===== config.mk =====
export PLATFORM = sky130hd
export DESIGN_NAME = scc_register_decoder_flat
export DESIGN_NICKNAME = d
export VERILOG_FILES = /design/src/rtl/scc_register_decoder_if.sv /design/src/rtl/scc_register_decoder.sv /design/src/flat_wrapper.sv
export SDC_FILE = /design/constraint.sdc
export NUM_CORES = 1
export LEC_CHECK = 0
export CAP_MARGIN = 20
export CORE_ASPECT_RATIO = 0.7
export CORE_MARGIN = 3
export CORE_UTILIZATION = 56
export CTS_BUF_LIST = sky130_fd_sc_hd__clkbuf_2
export DETAILED_ROUTE_END_ITERATION = 12
export GPL_TIMING_DRIVEN = 0
export HOLD_SLACK_MARGIN = 0.03
export PLACE_DENSITY = 0.91
export SYNTH_ARGS = -nofsm -noshare
export SYNTH_HDL_FRONTEND = slang
export SYNTH_SLANG_ARGS = --single-unit

===== constraint.sdc =====
create_clock -name clk -period 4.5 [get_ports clk]
set_input_delay 1.125 -clock clk [delete_from_list [all_inputs] [get_ports clk]]
set_output_delay 1.125 -clock clk [all_outputs]
set_load 0.03 [all_outputs]

===== src/rtl/scc_register_decoder_if.sv =====
// Cartridge bus between the host CPU model and scc_register_decoder.
//
// Ports (signals):
//    bus_req   host -> decoder  request level, held until bus_ack
//    bus_wr    host -> decoder  1 write, 0 read (valid with bus_req)
//    bus_a     host -> decoder  16-bit CPU address
//    bus_d     host -> decoder  8-bit write data
//    bus_ready decoder -> host  decoder idle and able to sample a request
//    bus_ack   decoder -> host  transaction complete
//    bus_q     decoder -> host  read data (valid with bus_ack)
//    bus_q_en  decoder -> host  read hit (valid with bus_ack)
//
// Handshake: the host raises bus_req with bus_wr/bus_a/bus_d stable and holds
// all four until it sees bus_ack. The decoder samples a request only while
// bus_ready is high (IDLE) on an enable cycle. bus_ack stays high until the
// next enable cycle, so it is one event regardless of enable gaps. The host
// drops bus_req on the enable cycle it sees bus_ack; a request still held
// after that is treated as a new transaction.
interface scc_register_decoder_if;
   logic        bus_req;
   logic        bus_wr;
   logic [15:0] bus_a;
   logic [7:0]  bus_d;
   logic        bus_ready;
   logic        bus_ack;
   logic [7:0]  bus_q;
   logic        bus_q_en;

   modport master (
      output bus_req, bus_wr, bus_a, bus_d,
      input  bus_ready, bus_ack, bus_q, bus_q_en
   );

   modport slave (
      input  bus_req, bus_wr, bus_a, bus_d,
      output bus_ready, bus_ack, bus_q, bus_q_en
   );
endinterface


===== src/rtl/scc_register_decoder.sv =====
// CPU-side front end of the SCC/SCC-I wave-table sound block.
// Decodes cartridge bus cycles into bank, mode, frequency, volume, enable and
// deformation registers, forwards wave-RAM accesses to the mixer over sram_*,
// and presents the per-slot channel registers selected by the mixer's slot.
//
// Ports:
//    clk, nreset          clock, synchronous active-low reset
//    enable               clock enable shared with the mixer
//    bus                  cartridge bus (slave side of scc_register_decoder_if)
//    sram_id/a/d          wave-RAM channel, address, write data (held)
//    sram_oe/sram_we      wave-RAM read/write strobe, high in ISSUE only
//    sram_q               wave-RAM read data from the mixer
//    active               mixer slot index
//    reg_scci_enable      SCC-I mode
//    reg_frequency_count  freq of channel 'active' (slots 0-4)
//    reg_volume/enable    vol/en of channel 'active-1' (slots 1-5)
//    reg_wave_reset       deformation bit 5
//    clear_counter_a..e   per-channel counter clear, one enable cycle
//    state_dbg            FSM state (0 IDLE, 1 ISSUE, 2 WAIT, 3 DONE)
module scc_register_decoder #(
   parameter bit scc_only = 1'b0
) (
   input  logic                 clk,
   input  logic                 nreset,
   input  logic                 enable,
   scc_register_decoder_if.slave bus,
   output logic [2:0]           sram_id,
   output logic [4:0]           sram_a,
   output logic [7:0]           sram_d,
   output logic                 sram_oe,
   output logic                 sram_we,
   input  logic [7:0]           sram_q,
   input  logic [2:0]           active,
   output logic                 reg_scci_enable,
   output logic [11:0]          reg_frequency_count,
   output logic [3:0]           reg_volume,
   output logic                 reg_enable,
   output logic                 reg_wave_reset,
   output logic                 clear_counter_a,
   output logic                 clear_counter_b,
   output logic                 clear_counter_c,
   output logic                 clear_counter_d,
   output logic                 clear_counter_e,
   output logic [1:0]           state_dbg
);

   typedef enum logic [1:0] {
      S_IDLE  = 2'd0,
      S_ISSUE = 2'd1,
      S_WAIT  = 2'd2,
      S_DONE  = 2'd3
   } state_t;

   state_t      state_q, state_d;

   logic [7:0]  bank9_q;
   logic [7:0]  bankb_q;
   // Only bit 5 of the mode and deformation registers has any effect.
   logic        mode5_q;
   logic        deform5_q;
   logic [11:0] freq_q [5];
   logic [3:0]  vol_q [5];
   logic [4:0]  en_q;
   logic [4:0]  clr_q;
   logic        wr_q;
   logic [7:0]  bus_q_q;
   logic        bus_q_en_q;

   // Address decode
   logic [7:0]  o;
   logic [3:0]  r;
   logic [3:0]  vsel;
   logic        scc_win, scci_win;
   logic        dec_wave, dec_reg, dec_def;
   logic [2:0]  dec_id;
   logic        dec_bank9, dec_bankb, dec_mode;

   assign o               = bus.bus_a[7:0];
   assign r               = o[3:0];
   assign vsel            = r - 4'hA;
   assign reg_scci_enable = scc_only ? 1'b0 : mode5_q;
   assign reg_wave_reset  = deform5_q;

   always_comb begin
      dec_bank9 = (bus.bus_a[15:11] == 5'b10010);   // 9000-97FF
      dec_bankb = (bus.bus_a[15:11] == 5'b10110);   // B000-B7FF
      dec_mode  = (bus.bus_a[15:1]  == 15'h5FFF);   // BFFE/BFFF
      scc_win   = (bank9_q == 8'h3F) && !reg_scci_enable &&
                  (bus.bus_a[15:11] == 5'b10011);   // 9800-9FFF
      scci_win  = (bankb_q == 8'h80) && reg_scci_enable &&
                  (bus.bus_a[15:11] == 5'b10111);   // B800-BFFF
      dec_wave  = 1'b0;
      dec_reg   = 1'b0;
      dec_def   = 1'b0;
      dec_id    = 3'd0;
      if (scc_win) begin
         // Channels D and E share wave RAM in SCC mode, so only A-D are visible.
         dec_wave = (o[7] == 1'b0);
         dec_reg  = (o[7:5] == 3'b100);
         dec_def  = (o[7:5] == 3'b110);
         dec_id   = {1'b0, o[6:5]};
      end else if (scci_win) begin
         dec_wave = (o < 8'hA0);
         dec_reg  = (o[7:5] == 3'b101);
         dec_def  = (o[7:5] == 3'b110);
         dec_id   = o[7:5];
      end
   end

   // FSM: state register
   always_ff @(posedge clk) begin
      if (!nreset) begin
         state_q <= S_IDLE;
      end else if (enable) begin
         state_q <= state_d;
      end
   end

   // FSM: next state
   always_comb begin
      state_d = state_q;
      case (state_q)
         S_IDLE:  if (bus.bus_req) state_d = dec_wave ? S_ISSUE : S_DONE;
         S_ISSUE: state_d = S_WAIT;
         S_WAIT:  state_d = S_DONE;
         S_DONE:  state_d = S_IDLE;
         default: state_d = S_IDLE;
      endcase
   end

   // FSM: outputs
   always_comb begin
      bus.bus_ready = (state_q == S_IDLE);
      bus.bus_ack   = (state_q == S_DONE);
      sram_oe       = (state_q == S_ISSUE) && !wr_q;
      sram_we       = (state_q == S_ISSUE) && wr_q;
      state_dbg     = state_q;
   end

   assign bus.bus_q    = bus_q_q;
   assign bus.bus_q_en = bus_q_en_q;
   assign clear_counter_a = clr_q[0];
   assign clear_counter_b = clr_q[1];
   assign clear_counter_c = clr_q[2];
   assign clear_counter_d = clr_q[3];
   assign clear_counter_e = clr_q[4];

   // Registers and datapath
   always_ff @(posedge clk) begin
      if (!nreset) begin
         bank9_q    <= 8'h00;
         bankb_q    <= 8'h00;
         mode5_q    <= 1'b0;
         deform5_q  <= 1'b0;
         en_q       <= 5'd0;
         clr_q      <= 5'd0;
         wr_q       <= 1'b0;
         bus_q_q    <= 8'hFF;
         bus_q_en_q <= 1'b0;
         sram_id    <= 3'd0;
         sram_a     <= 5'd0;
         sram_d     <= 8'h00;
         for (int i = 0; i < 5; i++) begin
            freq_q[i] <= 12'd0;
            vol_q[i]  <= 4'd0;
         end
      end else if (enable) begin
         case (state_q)
            S_IDLE: begin
               if (bus.bus_req) begin
                  wr_q       <= bus.bus_wr;
                  bus_q_q    <= 8'hFF;
                  bus_q_en_q <= !bus.bus_wr && (dec_wave || dec_reg || dec_def);
                  if (dec_wave) begin
                     sram_id <= dec_id;
                     sram_a  <= o[4:0];
                     sram_d  <= bus.bus_d;
                  end
                  if (bus.bus_wr) begin
                     if (dec_bank9) bank9_q <= bus.bus_d;
                     if (dec_bankb) bankb_q <= bus.bus_d;
                     if (dec_mode)  mode5_q <= bus.bus_d[5];
                     if (dec_def)   deform5_q <= bus.bus_d[5];
                     if (dec_reg) begin
                        if (r <= 4'd9) begin
                           if (r[0] == 1'b0) freq_q[r[3:1]][7:0]  <= bus.bus_d;
                           else              freq_q[r[3:1]][11:8] <= bus.bus_d[3:0];
                           // Pulse is presented during DONE, the next enable cycle.
                           clr_q[r[3:1]] <= 1'b1;
                        end else if (r <= 4'hE) begin
                           vol_q[vsel[2:0]] <= bus.bus_d[3:0];
                        end else begin
                           en_q <= bus.bus_d[4:0];
                        end
                     end
                  end
               end
            end
            S_WAIT: if (!wr_q) bus_q_q <= sram_q;
            S_DONE: clr_q <= 5'd0;
            default: ;
         endcase
      end
   end

   // Slot mux: frequency leads volume/enable by one slot.
   always_comb begin
      reg_frequency_count = 12'd0;
      reg_volume          = 4'd0;
      reg_enable          = 1'b0;
      case (active)
         3'd0: reg_frequency_count = freq_q[0];
         3'd1: reg_frequency_count = freq_q[1];
         3'd2: reg_frequency_count = freq_q[2];
         3'd3: reg_frequency_count = freq_q[3];
         3'd4: reg_frequency_count = freq_q[4];
         default: ;
      endcase
      case (active)
         3'd1: begin reg_volume = vol_q[0]; reg_enable = en_q[0]; end
         3'd2: begin reg_volume = vol_q[1]; reg_enable = en_q[1]; end
         3'd3: begin reg_volume = vol_q[2]; reg_enable = en_q[2]; end
         3'd4: begin reg_volume = vol_q[3]; reg_enable = en_q[3]; end
         3'd5: begin reg_volume = vol_q[4]; reg_enable = en_q[4]; end
         default: ;
      endcase
   end

endmodule


===== src/flat_wrapper.sv =====
// flat-port wrapper written by rule: the top's interface ports become plain ports
module scc_register_decoder_flat 
#(
   parameter bit scc_only = 1'b0
)
  (clk, nreset, enable, sram_id, sram_a, sram_d, sram_oe, sram_we, sram_q, active, reg_scci_enable, reg_frequency_count, reg_volume, reg_enable, reg_wave_reset, clear_counter_a, clear_counter_b, clear_counter_c, clear_counter_d, clear_counter_e, state_dbg, bus_bus_req, bus_bus_wr, bus_bus_a, bus_bus_d, bus_bus_ready, bus_bus_ack, bus_bus_q, bus_bus_q_en);
  scc_register_decoder_if bus_i ();
  input  logic clk;
  input  logic nreset;
  input  logic enable;
  output logic [2:0] sram_id;
  output logic [4:0] sram_a;
  output logic [7:0] sram_d;
  output logic sram_oe;
  output logic sram_we;
  input  logic [7:0] sram_q;
  input  logic [2:0] active;
  output logic reg_scci_enable;
  output logic [11:0] reg_frequency_count;
  output logic [3:0] reg_volume;
  output logic reg_enable;
  output logic reg_wave_reset;
  output logic clear_counter_a;
  output logic clear_counter_b;
  output logic clear_counter_c;
  output logic clear_counter_d;
  output logic clear_counter_e;
  output logic [1:0] state_dbg;
  input wire logic [$bits(bus_i.bus_req)-1:0] bus_bus_req;
  input wire logic [$bits(bus_i.bus_wr)-1:0] bus_bus_wr;
  input wire logic [$bits(bus_i.bus_a)-1:0] bus_bus_a;
  input wire logic [$bits(bus_i.bus_d)-1:0] bus_bus_d;
  output wire logic [$bits(bus_i.bus_ready)-1:0] bus_bus_ready;
  output wire logic [$bits(bus_i.bus_ack)-1:0] bus_bus_ack;
  output wire logic [$bits(bus_i.bus_q)-1:0] bus_bus_q;
  output wire logic [$bits(bus_i.bus_q_en)-1:0] bus_bus_q_en;
  assign bus_i.bus_req = bus_bus_req;
  assign bus_i.bus_wr = bus_bus_wr;
  assign bus_i.bus_a = bus_bus_a;
  assign bus_i.bus_d = bus_bus_d;
  assign bus_bus_ready = bus_i.bus_ready;
  assign bus_bus_ack = bus_i.bus_ack;
  assign bus_bus_q = bus_i.bus_q;
  assign bus_bus_q_en = bus_i.bus_q_en;
  scc_register_decoder #(.scc_only(scc_only)) u_core (.clk(clk), .nreset(nreset), .enable(enable), .bus(bus_i), .sram_id(sram_id), .sram_a(sram_a), .sram_d(sram_d), .sram_oe(sram_oe), .sram_we(sram_we), .sram_q(sram_q), .active(active), .reg_scci_enable(reg_scci_enable), .reg_frequency_count(reg_frequency_count), .reg_volume(reg_volume), .reg_enable(reg_enable), .reg_wave_reset(reg_wave_reset), .clear_counter_a(clear_counter_a), .clear_counter_b(clear_counter_b), .clear_counter_c(clear_counter_c), .clear_counter_d(clear_counter_d), .clear_counter_e(clear_counter_e), .state_dbg(state_dbg));
endmodule

# After elaboration in Yosys (flattened, before gate mapping)

Memories as Yosys holds them, arrays and structs flattened.
Cells that the tools add are included.

Bitwise gates (word level): 4
Muxes and demuxes: 58
Add/sub/neg operators: 1
Magnitude comparators: 5
Reduce and logical (&&, ||, !) cells: 29
Equality and inequality tests: 23

Operators by type and width:

| operator                                            | count |
|---|---|
| case mux 12 bit (5 select lines)                    | 1 |
| 2-to-1 mux 1 bit                                    | 36 |
| equality test 5 bit, second input constant          | 4 |
| 2-to-1 mux 5 bit                                    | 4 |
| case mux 4 bit (5 select lines)                     | 1 |
| AND reduction 5 bit                                 | 4 |
| 2-to-1 mux 8 bit                                    | 2 |
| case mux 8 bit (2 select lines)                     | 1 |
| equality test 15 bit, second input constant         | 1 |
| equality test 3 bit, second input constant          | 5 |
| 2-to-1 mux 12 bit                                   | 1 |
| 2-to-1 mux 3 bit                                    | 4 |
| OR reduction 12 bit                                 | 1 |
| case mux 5 bit (2 select lines)                     | 1 |
| equality test 8 x 6 -> 1 bit, second input constant | 1 |
| equality test 8 bit, second input constant          | 1 |
| <= comparator 4 bit, second input constant          | 2 |
| logical AND 1 bit                                   | 8 |
| less-than comparator 8 bit, second input constant   | 1 |
| case mux 2 bit (4 select lines)                     | 1 |
| AND reduction 4 bit                                 | 2 |
| AND reduction 7 bit                                 | 1 |
| equality test 3 x 2 -> 1 bit, second input constant | 2 |
| 2-to-1 mux 2 bit                                    | 3 |
| other kinds (22)                                    | 32 |

RAM bits: 80
Register bits after elaboration: 56
Input bits: 40
Output and inout port bits: 55
Memories: 2
Logic and storage cells: 135

Memory list:

| name          | depth | bits a word | rd ports | clocked after Yosys merged registers in | write ports | line                       | RTL |
|---|---|---|---|---|---|---|---|
| u_core.freq_q | 5     | 12          | 5        | 0                                       | 5           | scc_register_decoder.sv:61 | `logic [11:0] freq_q [5];` |
| u_core.vol_q  | 5     | 4           | 5        | 0                                       | 5           | scc_register_decoder.sv:62 | `logic [3:0] vol_q [5];` |

# Depth between registers and ports, before layout

Word-level depth: 14
Depth in mapped cells: 8
Gate-level depth less buffers: 7

# Worst setup path after synthesis

OpenSTA, ideal clock, no wires.

Kind: in2out
Start point: input active[2]
End point: output reg_frequency_count[7]
Stages on the path: 4
Data required time: 3.375 ns
Path buffers: 2
Arrival time: 2.844 ns
Slack: 0.531 ns
Path through: clkbuf_1 buf_1 nand2_1 o32ai_1

Cells in the longest elaborated chain, start to end: 2
Elaborated cells on any way between the ends: 6
Classes of those cells: eq/ne (4); mux (1); reduce/logical (1)

RTL lines:

| what                                        | line                        | RTL |
|---|---|---|
| start: declaration                          | flat_wrapper.sv:17          | `input logic [2:0] active;` |
| equality test 3 bit (tied with other cells) | scc_register_decoder.sv:211 | `case (active)` |
| case mux 12 bit (5 select lines) *          | scc_register_decoder.sv:211 |  |
| end: declaration                            | flat_wrapper.sv:19          | `output logic [11:0] reg_frequency_count;` |

Every way passes the cells marked *; elsewhere a longest branch is shown, timed or not.

# Worst setup path after layout

Start point: input active[2]
End point: output reg_frequency_count[6]

The elaborated chain is that of the path after synthesis.

==> flow_summary.json <==
{
  "cts_tree": "done",
  "antenna_found_initial": 0,
  "post-route-period-util": 0.980,
  "synth-edff-count": 80,
  "end_kind": "output port",
  "first_pass_iters": 5,
  "vdd.ir_drop.worst_mv": 0.224,
  "setup_repair_after_global_routing_missed_its_margin": "no",
  "maximum_number_of_pins_on_one_net_before_global_route_repair": 20,
  "die_area_um2": 12900,
  "total_count_of_hold_check_failures_in_the_final_report": 0,
  "worst_clock_skew_ns": 0.0324,
  "timing_max_transition_violations_final": 0,
  "placeableCoreArea_um2": 11100,
  "worst_setup_path_start_kind": "input port",
  "share_of_the_core_filled_with_cells": 0.702,
  "synth-seq-cells": 136,
  "multi_input_comb_area_um2": 2640,
  "class_of_the_tightest_hold_or_removal_check": "reg2reg",
  "totalWireLength_mm": 18.2,
  "worstSkewPairLatency_ns": 0.70,
  "postSynth.asyncResetShare": 0,
  "final_layout_size_suffix_gt1_frac": 0.0959,
  "power.static_leakage_nw": 2.69,
  "cellPowerDensity_nw_per_um2": 303,
  "setup_slack_ns": 0.0910,
  "area.sequential_um2": 3520,
  "first_global_vias": 5584,
  "io_buffers": 88,
  "gp_routability_congestion": 0.930,
  "period_minus_slack_ns": 4.41,
  "critPathSlowestCell": "clkdlybuf4s50_1",
  "placedInstanceArea_um2": 7560,
  "post_cts_clock_slew_at_the_launch_and_capture_registers_of_the_worst_setup_and_hold_paths_ns": 0.18,
  "cts-buffers-inserted": 17,
  "netlist_instances": 637,
  "fin_area_um2": 7810,
  "row_count": 32,
  "cts_hold_buffers": 0,
  "pre_cts_ws_ns": -0.783,
  "ys_dominant_reg_cell": "edfxtp_1",
  "run_status": "finished clean",
  "worstPathCellList": "clkdlybuf4s50_1, clkbuf_4, nand2b_1, clkbuf_2, o22ai_1, clkdlybuf4s50_1",
  "worstPathRequired_ns": 3.38,
  "syn-mean-instance-area_um2": 10.1,
  "ios": 95,
  "numClockSinks": 136,
  "max_stage_delay_ns": 0.71,
  "layoutNonFillerInstCount": 914,
  "route.vias.total": 5729,
  "worstMarginPinSlew_ns": 1.02,
  "route.detailed.vias_per_inst": 6.27,
  "final_cell_mix": "edfxtp_1, clkdlybuf4s50_1, nand2_1",
  "mappedNetlistNets": 681,
  "first_pass_grt_wire_length_mm": 28.3,
  "area_delta_synth_final_pct": 21.0,
  "filler_cell_count": 833,
  "average_wire_per_cell_in_the_routed_design_um": 19.9,
  "highest_achievable_clock_rate_mhz": 227,
  "clockBufferDepth": 2,
  "first_iter_violations": 779,
  "clk_root_buffer_cell": "clkbuf_2",
  "cts_post_setup_buffers_inserted": 0,
  "detail_route.drc_violations": 0,
  "max_cap_violations": 0,
  "overflow": 0,
  "fp.dieW_um": 134,
  "start_util": 0.580,
  "slew_headroom": 0.313,
  "ys_warn_count": 0,
  "cpMostUsedCell": "clkdlybuf4s50_1",
  "antenna_cells": 0,
  "dp.final_hpwl_mm": 13.3,
  "synth_cell_types": 52,
  "mappedNetlistArea_um2": 6450,
  "critical_path_class": "in2out",
  "ctsHtreeMaxLevel": 4,
  "timing.critical_path.arrival_ns": 3.28,
  "critPathMaxFanout": 10,
  "layout.cells.most_common": "edfxtp_1",
  "antenna_violating_nets_post_route": 0,
  "setup_violations": 0,
  "layout_net_count": 792,
  "synth_seq_area_share": 0.546,
  "numPlacedInstances": 883,
  "die_h_um": 95.8,
  "groute.usage.overall": 0.286
}
[sequential cells by signal, summed over array words and instances, names as in the netlist, 3 cells and up]
signal            count
u_core.freq_q        60
u_core.vol_q         20
u_core.bank9_q        8
u_core.bankb_q        8
u_core.bus.bus_q      8
u_core.sram_d         8
u_core.clr_q          5
u_core.en_q           5
u_core.sram_a         5
u_core.sram_id        3
[layout make-up]
class                      instances  area share
tap                              153      0.0245
buffer                            44      0.0295
inverter                          19     0.00913
sequential                       136       0.451
clock buffer                      18      0.0115
timing repair buffer              93       0.119
multi-input combinational        437       0.338
clock inverter                    14      0.0171
[cell families (layout without fill, tap and decap cells)]
logic type / Yosys count / count (layout) / synth area share
mux: 42 / 42 / 0.0671
xor+xnor: 2 / 2 / 0.00272
buf+inv: 64 / 188 / 0.0452
compound gates: 115 / 115 / 0.110
simple gates: 274 / 274 / 0.221
fa+ha+maj: 4 / 4 / 0.00776
flops: 136 / 136 / 0.546
[through the flow]
step	setup TNS, ns	hold WS (ns)	power [mW]
global route	0	0.478	2.45
floorplan	0	0.426	1.55
CTS	-0.0554	0.463	2.35
global placement	-20.18	0.433	1.67
finish	0	0.466	2.37
detailed placement	-11.98	0.441	1.69
[where the power goes]
part	switching [mW]	leakage, nW	internal [mW]	total, mW
logic	0.200	1.27	0.110	0.310
clock network	0.452	0.140	0.250	0.702
registers	0.0125	1.28	1.34	1.35
[metal layers]
layer  GRT usage  routed length, um
met2       0.460               8640
met4      0.0975                374
met1       0.384               7020
met5           0                  0
met3      0.0711               2190
[synth_stat cells (2+ instances only)]
library cell	n	area [um^2]
nand2b_1	8	50.1
or3_1	3	18.8
buf_6	6	67.6
or2_2	3	18.8
dfxtp_1	56	1120
nor3_1	60	300
o21a_1	5	37.5
nand3_1	10	50.1
o21ai_0	20	100
a211oi_1	2	15.0
a21oi_1	47	235
clkbuf_1	31	116
nand2_1	71	267
or4_1	4	30.0
edfxtp_1	80	2400
a221oi_1	5	43.8
nor2_1	47	176
o31ai_1	13	97.6
buf_1	5	18.8
nor2b_1	15	93.8
o22ai_1	11	68.8
nand4_1	9	56.3
clkinv_1	2	7.51
ha_1	4	50.1
xnor2_1	2	17.5
nor4_1	11	68.8
o211ai_1	3	22.5
and2_1	3	18.8
mux2i_1	41	410
nor3_2	15	150
nor3b_1	8	60.1
inv_1	17	63.8
[worst max-delay path: cells and delay by family]
family	cells	cell delay (ns)
buffers and inverters	4	1.69
and+or+nand+nor	1	0.24
AOI/OAI and AO/OA	1	0.22
[timing repair]
item                                   4_1_cts  5_1_grt
endpoints found under the hold margin        0        0
setup endpoints to repair                   17       11
gates resized for setup                     10        8
[final timing paths]
check / slack (ns) / endpoint / start / cells past startpoint
setup / recovery: 0.09 / reg_frequency_count[6] / active[2] / 6
hold / removal: 0.47 / u_core.bankb_q[4] / u_core.bankb_q[4] / 2
setup reg to reg: 0.91 / u_core.freq_q[0][7] / u_core.bankb_q[0] / 8
hold reg to reg: 0.47 / u_core.bankb_q[4] / u_core.bankb_q[4] / 2
No activity file was read; power rests on OpenSTA's default activity.
